<file path="config.mk">
export PLATFORM = sky130hd
export DESIGN_NAME = ysyx_wb_arb
export DESIGN_NICKNAME = d
export VERILOG_FILES = /design/src/rtl/ysyx_wb_arb.sv
export SDC_FILE = /design/constraint.sdc
export NUM_CORES = 1
export LEC_CHECK = 0
export CORE_ASPECT_RATIO = 1.75
export CORE_UTILIZATION = 50
export DETAILED_ROUTE_END_ITERATION = 10
export PLACE_DENSITY = 0.81
export SLEW_MARGIN = 40
export SYNTH_ARGS = -nofsm -noshare
export SYNTH_HDL_FRONTEND = slang
export SYNTH_SLANG_ARGS = --single-unit
export TNS_END_PERCENT = 5
</file>
<file path="constraint.sdc">
create_clock -name clock -period 3.5 [get_ports clock]
set_input_delay 0.35 -clock clock [delete_from_list [all_inputs] [get_ports clock]]
set_output_delay 0.35 -clock clock [all_outputs]
set_load 0.01 [all_outputs]
</file>
<file path="src/rtl/ysyx_wb_arb.sv">
// Write-back arbiter: three requesters, each with a one-entry skid buffer, share
// one register-file write port through a round-robin grant and a registered output.
module ysyx_wb_arb #(
  parameter int XLEN       = 32,
  parameter int REG_ADDR_W = 4
) (
  input  logic                      clock,
  input  logic                      reset,
  input  logic                      bad_speculation,
  input  logic [2:0]                req_valid,
  input  logic [3*REG_ADDR_W-1:0]   req_rd,
  input  logic [3*XLEN-1:0]         req_data,
  output logic [2:0]                req_ready,
  output logic                      wb_en,
  output logic [REG_ADDR_W-1:0]     wb_addr,
  output logic [XLEN-1:0]           wb_data,
  output logic                      busy
);

  // Handshake: requester i transfers on an edge where req_valid[i] & req_ready[i].
  // req_ready depends only on buffer state, grant and flush, never on req_valid.

  logic [2:0]            full;
  logic [REG_ADDR_W-1:0] buf_rd   [3];
  logic [XLEN-1:0]       buf_data [3];
  logic [1:0]            ptr;

  logic [2:0] grant;
  logic [1:0] gnt_sel;
  logic       found;
  logic [2:0] sum;
  logic [2:0] accept;

  // Round-robin search starting at ptr; the flush suppresses any grant.
  always_comb begin
    grant   = 3'b000;
    gnt_sel = 2'd0;
    found   = 1'b0;
    sum     = 3'd0;
    for (int k = 0; k < 3; k++) begin
      sum = {1'b0, ptr} + 3'(k);
      if (sum >= 3'd3) sum = sum - 3'd3;
      if (!found && full[sum[1:0]] && !bad_speculation) begin
        found             = 1'b1;
        gnt_sel           = sum[1:0];
        grant[sum[1:0]]   = 1'b1;
      end
    end
  end

  assign req_ready = (~full | grant) & {3{~bad_speculation}};
  assign accept    = req_valid & req_ready;
  assign busy      = |full;

  always_ff @(posedge clock) begin
    if (reset) begin
      full    <= 3'b000;
      ptr     <= 2'd0;
      wb_en   <= 1'b0;
      wb_addr <= '0;
      wb_data <= '0;
      for (int i = 0; i < 3; i++) begin
        buf_rd[i]   <= '0;
        buf_data[i] <= '0;
      end
    end else if (bad_speculation) begin
      full  <= 3'b000;
      wb_en <= 1'b0;
    end else begin
      for (int i = 0; i < 3; i++) begin
        // A refill in the same cycle as a drain keeps the buffer full.
        if (accept[i] && (req_rd[i*REG_ADDR_W +: REG_ADDR_W] != '0)) begin
          full[i]     <= 1'b1;
          buf_rd[i]   <= req_rd[i*REG_ADDR_W +: REG_ADDR_W];
          buf_data[i] <= req_data[i*XLEN +: XLEN];
        end else if (grant[i]) begin
          full[i] <= 1'b0;
        end
      end
      wb_en <= found;
      if (found) begin
        wb_addr <= buf_rd[gnt_sel];
        wb_data <= buf_data[gnt_sel];
        ptr     <= (gnt_sel == 2'd2) ? 2'd0 : gnt_sel + 2'd1;
      end
    end
  end

endmodule
</file>
# Word-level counts from Yosys, hierarchy flattened

Memory sizes are Yosys's and may differ from the RTL's. A register that Yosys moved wholly into a read port is not among the register bits.
Cells that the tools add are included.

Logic and storage cells: 110
Register bits: 6
Memories: 2
RAM bits: 108

Memories:

| memory   | words | bits a word | read ports | clocked after Yosys merged registers in | wr ports | RTL line | source |
|---|---|---|---|---|---|---|---|
| buf_data | 3     | 32          | 1          | 1                                       | 3        | 25       | `logic [XLEN-1:0] buf_data [3];` |
| buf_rd   | 3     | 4           | 1          | 1                                       | 3        | 24       | `logic [REG_ADDR_W-1:0] buf_rd [3];` |

Equal/unequal tests: 1
$lt $le $gt $ge: 9
$add $sub $neg: 6
Reduce and logical (&&, ||, !) cells: 23
Muxes and demuxes: 51
Bitwise operators: 13

Operators with widths:

| kind                                                                                | number |
|---|---|
| 32-bit 2-to-1 mux                                                                   | 3 |
| 1-bit 2-to-1 mux                                                                    | 29 |
| 2-bit 2-to-1 mux                                                                    | 7 |
| 4-bit 2-to-1 mux                                                                    | 3 |
| 4-bit nonzero test                                                                  | 3 |
| 1-bit logical AND                                                                   | 11 |
| 2-bit by 3-bit < comparator with 1-bit output, second input constant                | 3 |
| 3-bit 2-to-1 mux                                                                    | 3 |
| 3-bit OR                                                                            | 3 |
| 3-bit bitwise AND                                                                   | 2 |
| 1-bit binary-select mux with 2-bit select                                           | 3 |
| 1-bit demux with 2-bit select                                                       | 3 |
| 2-bit by 1-bit greater-or-equal comparator with 1-bit output, second input constant | 3 |
| 3-bit by 2-bit greater-or-equal comparator with 1-bit output, second input constant | 2 |
| 1-bit OR                                                                            | 6 |
| 2-bit nonzero test                                                                  | 3 |
| 2-bit subtractor, second input constant                                             | 3 |
| 2-bit by 1-bit adder with 3-bit output, second input constant                       | 1 |
| 2-bit by 2-bit adder with 3-bit output, second input constant                       | 1 |
| 1-bit zero test                                                                     | 3 |
| 3-bit inverter                                                                      | 1 |
| 3-bit OR reduction                                                                  | 1 |
| 2-bit by 1-bit adder with 2-bit output, second input constant                       | 1 |
| 2-bit == test, second input constant                                                | 1 |
| other kinds (4)                                                                     | 4 |

# Longest topological paths before layout

Word-level depth: 23
Mapped depth: 12
Mapped depth without buffers: 8

# Worst setup path before layout

Ideal clock, no wire load.

Kind: flip-flop to flip-flop
From: register ptr[0]
To: memory buf_data[0][0] (enable)
Stages on the path, launching flop included: 9
Arrival time: 2.623 ns
Required time: 3.108 ns
Slack: 0.485 ns
Period minus slack after synthesis: 3.015 ns
Path through: dfxtp_1 inv_1 ha_1 buf_2 mux2i_1 o2bb2ai_1 or3_4 a31oi_4 a21o_1

RTL lines:

| item                     | RTL line | source |
|---|---|---|
| start: declaration       | 26       | `logic [1:0] ptr;` |
| start signal: assignment | 84       | `ptr <= (gnt_sel == 2'd2) ? 2'd0 : gnt_sel + 2'd1;` |
| end: declaration         | 25       |  |

# Worst setup path after layout

From: register ptr[1]
To: output port req_ready[0]

Longest elaborated chain between the ends: 16
Elaborated cells between the ends (all ways): 48
Those cells by class: 5 x add/sub; 9 x order compare; 20 x mux; 4 x bitwise; 10 x reduce/logical

RTL lines:

| item                                                                            | RTL line | source |
|---|---|---|
| branches (longest 13 deep; another with 2-bit by 1-bit adder with 3-bit output) | -        |  |
| 3-bit 2-to-1 mux (*)                                                            | 43       | `if (!found && full[sum[1:0]] && !bad_speculation) begin` |
| 3-bit OR (*)                                                                    | 51       | `assign req_ready = (~full \| grant) & {3{~bad_speculation}};` |
| 3-bit bitwise AND (*)                                                           | 51       |  |
| end: declaration                                                                | 13       | `output logic [2:0] req_ready,` |

Mark *: on every way between the ends. The select of a mux whose other input is x is not followed.

==> results.tsv <==
metric	value	unit
Critical Path, Cell by Cell	inv_1 > ha_1 > nand2b_1 > mux2_2 > or3_4 > a31oi_4 > clkdlybuf4s50_1	
Clock Latency Late Sink	0.41	ns
via count	5055	
drt wl/cell	19.86	µm
Top-Level Pins	155	
via/cell ratio	5.926	
Clock Path Buffers	2	
CTS tree	yes	
Leakage	0.003083	µW
Placed Area	8447	µm²
CP max stage cell	clkdlybuf4s50_1	
core area	13080	µm²
Hold Fails Final Rpt	0	
Starting DRT DRC Count	334	
Slew @ Worst Pin	0.7324	ns
Synth Register Bits	150	
Setup WS pre-CTS	0.4642	ns
register area share after synthesis	0.6052	
Peak supply drop	0.3901	mV
crit path launch type	flop	
synthesized instance count	530	
Setup violations, final	0	
Post-Syn Area	6748	µm²
WS Path Type	reg -> out	
initial antenna violation count	1	
Max Cap Viol	0	
Die X-Extent	89.82	µm
minimum clock period	3.371	ns
Final nets	786	
part of the cycle the worst path needs	0.9631	
initial core utilization	0.5161	
path category of the worst min-delay check	in -> reg	
Ys Warns	0	
total die area	13980	µm²
area growth from synthesis to layout	34.23	%
status	finished, final reports clean	
Setup Total Neg Slack	0	ns
CP max FO	16	
RePlAce Congestion	0.8716	
Syn Nets	648	
Netlist cell types	51	
Worst setup EP type	primary output	
Inserted Clock Buffers	17	
Root Driver	clkbuf_16	
Final WS setup	0.1292	ns
CTS Hold Bufs	0	
final instance area	9057	µm²
FMAX	0.2967	GHz
max incr delay on CP	0.58	ns
row count	55	
CTS sink cnt	150	
Critical Path AT	3.02	ns
vias in the first global route	5134	
PD cells	504.6	nW/µm²
largest net degree at the start of global routing	103	
die height	155.7	µm
max-slew violation count	0	
Clock Pin Slew Worst Setup and Hold Paths	0.06	ns
first-pass GRT wire length	26.45	mm
Total GRT Usage	0.2465	
clk_skew	0.007874	ns
drt drc	0	
Port Buffer Count	154	
Syn Area/Cell	12.73	µm²
drt total wl	16.94	mm
HPWL after DPL	11.19	mm
Post-DRT Antenna Nets	0	
DR pass1 iterations	6	
slew margin rel.	0.5117	
grt ovf	0	
CTS H-tree depth	4	
CP required	3.15	ns
share of cells above drive strength 1	0.1263	
==> placed cells by master, fill, tap and decap left out, drive strengths merged, types with 7 or more instances in the layout <==
master / n
a221o: 20
clkdlybuf4s50: 153
a21oi: 47
dfxtp: 42
inv: 10
nor2: 11
clkinv: 7
edfxtp: 108
clkbuf: 19
nand2b: 22
a22oi: 31
nor3b: 110
o21ai: 17
buf: 19
==> synth_stat cells, drive strengths merged <==
cell type | n | area share
a2111oi | 1 | 0.0013
a221o | 20 | 0.030
and4 | 1 | 0.0013
o21ba | 1 | 0.0015
a31oi | 3 | 0.0050
a311oi | 1 | 0.0013
and2 | 2 | 0.0019
o311ai | 1 | 0.0013
a21oi | 47 | 0.035
dfxtp | 42 | 0.12
clkbuf | 31 | 0.017
mux2i | 2 | 0.0030
o211a | 1 | 0.0015
nor3b | 110 | 0.14
nor2b | 5 | 0.0046
o41ai | 2 | 0.0026
a21o | 3 | 0.0033
buf | 22 | 0.020
mux2 | 2 | 0.0033
or2 | 2 | 0.0019
a22oi | 31 | 0.034
and3 | 1 | 0.00093
o2bb2ai | 3 | 0.0039
nor2 | 11 | 0.0061
o41a | 1 | 0.0017
nor3 | 5 | 0.0045
or3 | 5 | 0.0054
o21ai | 17 | 0.013
nand2 | 4 | 0.0022
o32ai | 1 | 0.0013
a211o | 1 | 0.0013
nand3 | 1 | 0.00074
a221oi | 3 | 0.0065
nand2b | 22 | 0.020
ha | 4 | 0.0074
o211ai | 2 | 0.0022
maj3 | 1 | 0.0017
o31ai | 1 | 0.0011
nand4bb | 2 | 0.0033
inv | 7 | 0.0039
edfxtp | 108 | 0.48
==> worst max-delay path, delay by kind of cell (launching register included) <==
family | cells | cell delay, ns
buffers and inverters | 2 | 0.66
AND/OR/NAND/NOR | 2 | 0.64
flip-flops | 1 | 0.39
adder cells (fa/ha/maj) | 1 | 0.36
multiplexers | 1 | 0.29
AO/OA/AOI/OAI | 1 | 0.26
==> final timing paths <==
check | slack [ns] | startpoint | end | depth (start not counted)
worst max-delay path | 0.13 | ptr[1] | req_ready[0] | 7
worst min-delay path | 0.44 | reset | wb_data[8] | 2
worst max register to register | 0.48 | ptr[1] | buf_data[0][21] | 9
worst min register to register | 0.47 | buf_rd[0][1] | wb_addr[1] | 2
==> state kept, by name, summed over array words and instances (netlist names) <==
name,count
wb_data,32
ptr,2
wb_addr,4
buf_data,96
wb_en,1
buf_rd,12
full,3
==> cell families (layout without fill, tap and decap cells) <==
| kind of cell | count (synthesis) | count (layout) | synth area share |
|---|---|---|---|
| buffers and inverters | 60 | 211 | 0.04079 |
| adders and majority gates | 5 | 5 | 0.009086 |
| muxes | 4 | 4 | 0.006304 |
| DFF | 150 | 150 | 0.6052 |
| AOI/OAI and AO/OA | 140 | 140 | 0.1474 |
| other | 0 | 1 | 0 |
| and+or+nand+nor | 171 | 171 | 0.1912 |
==> layer usage <==
layer,routed length [µm],part of all wire,up-vias,GRT usage
li1,-,-,2312,-
met1,6224,0.37,2475,0.2739
met2,9159,0.54,212,0.4462
met3,780,0.046,56,0.04288
met4,778,0.046,0,0.1343
met5,0,0,-,0
==> report_power, final <==
part / switching [µW] / leakage, µW / internal (µW)
Combinational: 301 / 0.00131 / 316
Clock: 723 / 0.000293 / 1100
Sequential: 62.0 / 0.00148 / 2070
==> stage by stage <==
step                  util  hold slack (ns)  cells  total power [µW]
finish              0.6927           0.4418    853              4571
global route        0.6927           0.4539    853              4717
CTS                 0.6918           0.4276    852              4584
detailed placement  0.6460           0.4589    820              2779
global placement    0.6449           0.4493    819              2753
floorplan                -           0.4412    530              2466
==> area by class of cell <==
type / instances / area [µm²]
diodes: 1 / 2.502
clock inverters: 13 / 143.9
flip-flops and latches: 150 / 4084
fillers: 940 / 4018
multi-input cells: 320 / 2414
well taps: 171 / 214.0
repair buffers: 172 / 1719
clock buffers: 19 / 454.2
inverters: 7 / 26.28
==> timing repair <==
action	CTS	global route
setup endpoints to repair	0	2
buffers inserted	0	0
resized for setup	0	2
Power figures use the tool's default switching activity.
